--- config.mk ---
export PLATFORM = sky130hd
export DESIGN_NAME = sll_seq_flat
export DESIGN_NICKNAME = d
export VERILOG_FILES = /design/src/rtl/alu_pkg.sv /design/src/rtl/sll_seq_if.sv /design/src/rtl/sll_seq.sv /design/src/flat_wrapper.sv
export SDC_FILE = /design/constraint.sdc
export NUM_CORES = 1
export LEC_CHECK = 0
export ABC_AREA = 1
export ABC_CLOCK_PERIOD_IN_PS = 1900
export BUFFER_PORTS_ARGS = -buffer_cell sky130_fd_sc_hd__buf_2
export CORE_ASPECT_RATIO = 0.8
export CORE_UTILIZATION = 45
export DETAILED_ROUTE_END_ITERATION = 8
export PLACE_DENSITY_LB_ADDON = 0.2
export SLEW_MARGIN = 20
export SYNTH_ARGS = -nofsm -noshare
export SYNTH_HDL_FRONTEND = slang
export SYNTH_SLANG_ARGS = --single-unit
--- constraint.sdc ---
create_clock -name clk -period 1.9 [get_ports clk]
set_input_delay 0.095 -clock clk [delete_from_list [all_inputs] [get_ports clk]]
set_output_delay 0.095 -clock clk [all_outputs]
set_load 0.02 [all_outputs]
--- src/rtl/alu_pkg.sv ---
// Shared ALU definitions: sequencer states and datapath widths for the
// iterative shift units.
package alu_pkg;

    localparam int WORD_W  = 32;
    localparam int SHAMT_W = 5;

    typedef enum logic [1:0] {
        IDLE  = 2'd0,
        SHIFT = 2'd1,
        DONE  = 2'd2
    } state_t;

endpackage : alu_pkg

--- src/rtl/sll_seq_if.sv ---
// Request/result bundle between the execute-stage controller (master)
// and the iterative left shifter (slave).
interface sll_seq_if #(
    parameter int WIDTH = alu_pkg::WORD_W
);

    logic             start;
    logic [WIDTH-1:0] a;
    logic [WIDTH-1:0] b;
    logic             busy;
    logic             done;
    logic [WIDTH-1:0] out;
    logic             lost;

    // The controller raises start and stalls on busy until done pulses.
    modport master (
        output start,
        output a,
        output b,
        input  busy,
        input  done,
        input  out,
        input  lost
    );

    modport slave (
        input  start,
        input  a,
        input  b,
        output busy,
        output done,
        output out,
        output lost
    );

endinterface : sll_seq_if

--- src/rtl/sll_seq.sv ---
// Iterative shift-left-logical unit: one bit per clock, done pulses with the
// result held on out, lost flags any 1 bit pushed past the MSB.
module sll_seq #(
    parameter int WIDTH   = alu_pkg::WORD_W,
    parameter int SHAMT_W = alu_pkg::SHAMT_W
) (
    input  logic      clk,
    input  logic      reset,
    sll_seq_if.slave  bus
);

    import alu_pkg::*;

    state_t             state, state_next;
    logic [WIDTH-1:0]   acc, acc_next;
    logic [SHAMT_W-1:0] cnt, cnt_next;
    logic               lost_q, lost_next;
    logic [SHAMT_W-1:0] shamt;

    assign shamt = bus.b[SHAMT_W-1:0];

    always_ff @(posedge clk) begin
        if (reset) begin
            state  <= IDLE;
            acc    <= '0;
            cnt    <= '0;
            lost_q <= 1'b0;
        end else begin
            state  <= state_next;
            acc    <= acc_next;
            cnt    <= cnt_next;
            lost_q <= lost_next;
        end
    end

    // Start is only looked at in IDLE, so requests during SHIFT/DONE are dropped.
    always_comb begin
        state_next = state;
        acc_next   = acc;
        cnt_next   = cnt;
        lost_next  = lost_q;
        unique case (state)
            IDLE: begin
                if (bus.start) begin
                    acc_next   = bus.a;
                    cnt_next   = shamt;
                    lost_next  = 1'b0;
                    state_next = (shamt == '0) ? DONE : SHIFT;
                end
            end
            SHIFT: begin
                acc_next  = {acc[WIDTH-2:0], 1'b0};
                lost_next = lost_q | acc[WIDTH-1];
                cnt_next  = cnt - 1'b1;
                if (cnt == SHAMT_W'(1)) begin
                    state_next = DONE;
                end
            end
            DONE: begin
                state_next = IDLE;
            end
            default: begin
                state_next = IDLE;
            end
        endcase
    end

    assign bus.busy = (state != IDLE);
    assign bus.done = (state == DONE);
    assign bus.out  = acc;
    assign bus.lost = lost_q;

endmodule : sll_seq

--- src/flat_wrapper.sv ---
// flat-port wrapper written by rule: the top's interface ports become plain ports
module sll_seq_flat import alu_pkg::*;
#(
    parameter int WIDTH   = alu_pkg::WORD_W,
    parameter int SHAMT_W = alu_pkg::SHAMT_W
)
  (clk, reset, bus_start, bus_a, bus_b, bus_busy, bus_done, bus_out, bus_lost);
  sll_seq_if #(.WIDTH(WIDTH)) bus_i ();
  input  logic clk;
  input  logic reset;
  input wire logic [$bits(bus_i.start)-1:0] bus_start;
  input wire logic [$bits(bus_i.a)-1:0] bus_a;
  input wire logic [$bits(bus_i.b)-1:0] bus_b;
  output wire logic [$bits(bus_i.busy)-1:0] bus_busy;
  output wire logic [$bits(bus_i.done)-1:0] bus_done;
  output wire logic [$bits(bus_i.out)-1:0] bus_out;
  output wire logic [$bits(bus_i.lost)-1:0] bus_lost;
  assign bus_i.start = bus_start;
  assign bus_i.a = bus_a;
  assign bus_i.b = bus_b;
  assign bus_busy = bus_i.busy;
  assign bus_done = bus_i.done;
  assign bus_out = bus_i.out;
  assign bus_lost = bus_i.lost;
  sll_seq #(.WIDTH(WIDTH), .SHAMT_W(SHAMT_W)) u_core (.clk(clk), .reset(reset), .bus(bus_i));
endmodule
==> results_dict.tcl, run 1 <==
set metrics [dict create \
    io_buffers 74 \
    mostFrequentLayoutCells "nand2_1, buf_2, dfxtp_1" \
    vias 1878 \
    report.final.setup_viol 0 \
    antenna_found_initial 0 \
    hp-class "in2reg" \
    postSynthCellCount 247 \
    use_met1_pct 27.9 \
    antenna_left 0 \
    overflow 0 \
    netlist_area_mm2 0.00179 \
    cp.required_ps 2070 \
    setup_tns_ps 0 \
    worstSetupPathType "reg2reg" \
    rr_worst_depth 5 \
    nNetsFinal 385 \
    yosysSeqAreaShare_pct 44.7 \
    post_cts_buffers 0 \
    via_per_inst 5.05 \
    cts_made_buffers 5 \
    rsz0062_at_grt "no" \
    crit_path_start_kind "flip-flop" \
    area_growth_pct 27.1 \
    cts.sinks 40 \
    grt_max_degree 39 \
    grt_use_total_pct 20.5 \
    yosys_warnings 0 \
    drive_gt1_share_pct 28.7 \
    syn_avg_cell_area_um2 7.26 \
    avgRoutedWirePerCell_um 11.4 \
    finalCritPeriodShare_pct 83.2 \
    finClkSkew_ps 4.20 \
    layout_commonest_cell "nand2_1" \
    fin_crit_ps 1580 \
    hold_viol_final 0 \
    syn_nets 316 \
    yosys_register_bits 40 \
    slew_headroom_pct 61.0 \
    arrival_ps 1750 \
    h-tree-depth 2 \
    drtIter0Drc 74 \
    grt_use_met2_pct 31.9 \
    clkLatencyLatePin_ps 280 \
    busiest_layer "met2" \
    cts_tree "yes" \
    clockBufferDepth 2 \
    powerDensity_mw_per_mm2 992 \
    dp_cells 364 \
    slew_viol_final 0 \
    grt_pass1_vias 1554 \
    wl_mm 4.23 \
    cellLeakagePower_uw 0.00110 \
    cts_root_buf "clkbuf_8" \
    cap_violations 0 \
    post_cts_resized 0 \
    final_cells 372 \
    fp.dieH_um 58.5 \
    core.rowCount 20 \
    holdBufCountCts 0 \
    core_mm2 0.00380 \
    drc_errors 0 \
    n_antenna_cell 0 \
    dp_hpwl_mm 2.85 \
    hold_depth 2 \
    dr.pass1.iters 6 \
    grt_first_pass_wirelength_mm 6.80 \
    chipWidth_um 72.6 \
    io_pins 102 \
    met3_usage_pct 5.14 \
    gp_congestion 0.826 \
    clk_pin_slew_ps 80 \
    crit_fanout 35 \
    end_kind "flip-flop" \
    die-area_mm2 0.00424 \
    synth_cell_types 19 \
    vdd.ir_drop.worst_mv 0.559 \
    max_freq_mhz 633 \
    tightest_slew_ps 585 \
    status "complete, no violations" \
    initial_core_util_pct 47.1 \
]
cell families after synthesis:
logic type | after synthesis | synth area share, %
xor gates and xnor gates | 1 | 0.489
and+or+nand+nor | 96 | 21.0
DFF | 40 | 44.7
buffers and inverters | 29 | 8.03
adders and majority gates | 2 | 1.40
AOI/OAI and AO/OA | 79 | 24.4
cells in the mapped netlist (all sizes together):
cell,number,share of area [%]
a21oi,6,1.7
a31oi,32,11
buf,12,4.5
clkbuf,5,1.0
dfxtp,40,45
ha,2,1.4
inv,12,2.5
nand2,82,18
nand3,5,1.4
nand4,1,0.35
nor2,8,1.7
o21a,1,0.42
o21ai,40,11
xor2,1,0.49
through the flow:
stage	instance area [um^2]	power (uW)	setup WS [ps]	util [%]	hold slack, ps
after floorplan	1790	1430	815	-	164
after global placement	2170	1600	380	57.1	355
after detailed placement	2170	1610	356	57.1	365
after CTS	2280	2280	351	59.9	58.9
after global routing	2280	2390	191	59.9	68.9
final	2280	2260	320	59.9	61.1
registers in the layout, indices dropped and copies added (netlist names):
name,count
u_core.bus.out,32
u_core.cnt,5
u_core.state,2
u_core.bus.lost,1
area by class of cell:
type                       instances  area [um^2]
timing repair buffer              79          408
clock inverter                     2         35.0
multi-input combinational        178          848
tap                               55         68.8
fill                             379         1530
clock buffer                       6         72.6
inverter                          12         45.0
sequential                        40          801
per-layer routing:
metal  up-vias  part of all wire [%]
met5         -                     0
met4         0                  0.87
met3         5                   6.7
met2        68                    42
met1       831                    50
li1        974                     -
critical path: stages, from the launching register on:
cell and delay [ps]:
dfxtp_1 390, nand2_2 220, inv_2 510, nand3_1 160
nand2_1 110, a21oi_1 60
worst paths after layout:
kind	slack (ps)	from	endpoint
max	320	u_core.state[0]	u_core.cnt[3]
min	60	reset	u_core.bus.lost
max reg2reg	320	u_core.state[0]	u_core.cnt[3]
min reg2reg	480	u_core.bus.out[0]	u_core.bus.out[0]
where the power goes:
group | internal, uW | switching (uW)
clock | 390 | 279
combinational | 204 | 374
sequential | 940 | 72.7
total | 1530 | 726
Note: power is estimated with default switching activity, not from simulation.
==> run 2: changes to the inputs <==
--- a/config.mk
+++ b/config.mk
@@ -6,10 +6,10 @@
 export NUM_CORES = 1
 export LEC_CHECK = 0
 export ABC_AREA = 1
-export ABC_CLOCK_PERIOD_IN_PS = 1900
+export ABC_CLOCK_PERIOD_IN_PS = 1300
 export BUFFER_PORTS_ARGS = -buffer_cell sky130_fd_sc_hd__buf_2
 export CORE_ASPECT_RATIO = 0.8
-export CORE_UTILIZATION = 45
+export CORE_UTILIZATION = 39
 export DETAILED_ROUTE_END_ITERATION = 8
 export PLACE_DENSITY_LB_ADDON = 0.2
 export SLEW_MARGIN = 20
==> constraint.sdc (replaced) <==
create_clock -name clk -period 1.3 [get_ports clk]
set_input_delay 0.065 -clock clk [delete_from_list [all_inputs] [get_ports clk]]
set_output_delay 0.065 -clock clk [all_outputs]
set_load 0.02 [all_outputs]
==> run 2 against run 1 <==
Against the previous run: die area rose by 15%; routed wire length rose by 5.5%; clock skew is 0.69 ps lower; setup slack worse by 220 ps; via count down 0.27%; combinational power rose by 58%; hold slack got worse by 50 ps; highest routed layer unchanged; design area up 2.8%; first-iteration DRC count fell by 34%; flip-flop and latch count stayed put; critical endpoint is now u_core.cnt[2]; maximum frequency increased by 32%.
==> results_dict.tcl, run 2 (synthesized netlist as in run 1, its figures left out) <==
set metrics [dict create \
    tightest_slew_ps 231 \
    area_growth_pct 30.6 \
    finalCritPeriodShare_pct 92.3 \
    post_cts_buffers 0 \
    finClkSkew_ps 3.51 \
    hold_depth 2 \
    drc_errors 0 \
    io_buffers 74 \
    post_cts_resized 0 \
    wl_mm 4.46 \
    dp_hpwl_mm 3.15 \
    fin_crit_ps 1200 \
    grt_max_degree 37 \
    drive_gt1_share_pct 30.4 \
    crit_fanout 4 \
    holdBufCountCts 0 \
    reg2reg_from "u_core.cnt[0]" \
    core.rowCount 21 \
    antenna_left 0 \
    end_kind "flip-flop" \
    dr.pass1.iters 4 \
    min_delay_worst_endpoint "u_core.cnt[3]" \
    largest_reg_flops 32 \
    status "complete, no violations" \
    vias 1873 \
    mostFrequentLayoutCells "nand2_1, buf_2, dfxtp_1" \
    crit_path_start_kind "flip-flop" \
    via_per_inst 4.94 \
    r2r-end "u_core.cnt[2]" \
    hold_viol_final 0 \
    grt_use_total_pct 18.6 \
    gp_congestion 0.735 \
    fin_total_pwr_uw 3210 \
    antenna_found_initial 0 \
    max_freq_mhz 833 \
    nFillCells 449 \
    clockBufferDepth 2 \
    cap_violations 0 \
    rr_worst_depth 5 \
    chipWidth_um 77.8 \
    clkLatencyLatePin_ps 290 \
    rsz0062_at_grt "no" \
    worstSetupPathType "reg2reg" \
    drtIter0Drc 49 \
    cts_tree "yes" \
    min_from "reset" \
    clk_pin_slew_ps 80 \
    slew_headroom_pct 84.5 \
    fp.dieH_um 62.6 \
    io_pins 102 \
    n_antenna_cell 0 \
    avgRoutedWirePerCell_um 11.8 \
    arrival_ps 1380 \
    nNetsFinal 390 \
    h-tree-depth 2 \
    layout_commonest_cell "nand2_1" \
    cts_root_buf "clkbuf_8" \
    cellLeakagePower_uw 0.00113 \
    hp-class "in2reg" \
    powerDensity_mw_per_mm2 1370 \
    overflow 0 \
    cts_made_buffers 5 \
    initial_core_util_pct 41.9 \
    slew_viol_final 0 \
    timing.reg2reg.setup_slack_ps 100 \
    core_mm2 0.00428 \
    report.final.setup_viol 0 \
    die-area_mm2 0.00487 \
    setup_tns_ps 0 \
    grt_pass1_vias 1646 \
    cts.sinks 40 \
    cp.required_ps 1480 \
    vdd.ir_drop.worst_mv 0.572 \
    grt_first_pass_wirelength_mm 7.18 \
]
[run 2: cell types whose count changed in the layout (fill, tap and decap cells not counted)]
cell       change
nand2_4        +1
dfxtp_1        -1
buf_12         +3
buf_4          +2
clkbuf_1       -1
clkinv_4       +1
nand2_2        -1
dfxtp_2        +1
bufinv_16      -1
clkinv_2       +1
[run 2: final cells by class]
class                      instances  area [um^2]  area share (%)
clock buffer                       5         68.8            2.94
clock inverter                     3         18.8           0.801
inverter                          12         45.0            1.92
multi-input combinational        178          853            36.4
sequential                        40          802            34.2
tap                               57         71.3            3.04
timing repair buffer              84          483            20.6
[run 2: layer usage]
metal	vias up	routed length [um]	GRT usage (%)
met1	830	2140	24.4
met3	7	289	4.82
met5	-	0	0
met4	0	68	8.49
li1	982	-	-
met2	54	1970	28.5
[run 2: where the power goes]
group	total (uW)	internal, uW	switching [uW]	leakage, uW
Sequential	1480	1370	104	0.000332
Clock	821	374	447	0.0000479
Combinational	912	348	563	0.000754
[run 2: critical path, stage by stage, from the launching register on]
cell and delay (ps):
dfxtp_1 390, inv_1 90, ha_1 240, xor2_1 150, o21ai_0 140, a21oi_1 80
[run 2: worst max-delay path by stage]
stage	from	to	slack, ps	depth (start not counted)
2_1_floorplan	u_core.cnt[0]	u_core.cnt[2]	220	5
3_5_place_dp	u_core.state[0]	u_core.bus.out[8]	90	5
6_report	u_core.cnt[0]	u_core.cnt[2]	100	5
4_1_cts	u_core.state[0]	u_core.bus.out[8]	80	5
3_3_place_gp	u_core.cnt[0]	u_core.cnt[2]	140	5
5_1_grt	u_core.cnt[0]	u_core.cnt[2]	9	5
[run 2: stage by stage]
stage	cell area (um^2)	utilization (%)	setup WS (ps)	hold WS, ps	cells
after floorplan	1790	-	215	134	247
final	2340	54.7	99.7	10.7	379
after detailed placement	2250	52.5	89.9	330	371
after global routing	2340	54.7	9.44	21.7	379
after CTS	2340	54.5	77.2	8.99	379
after global placement	2250	52.5	145	328	371
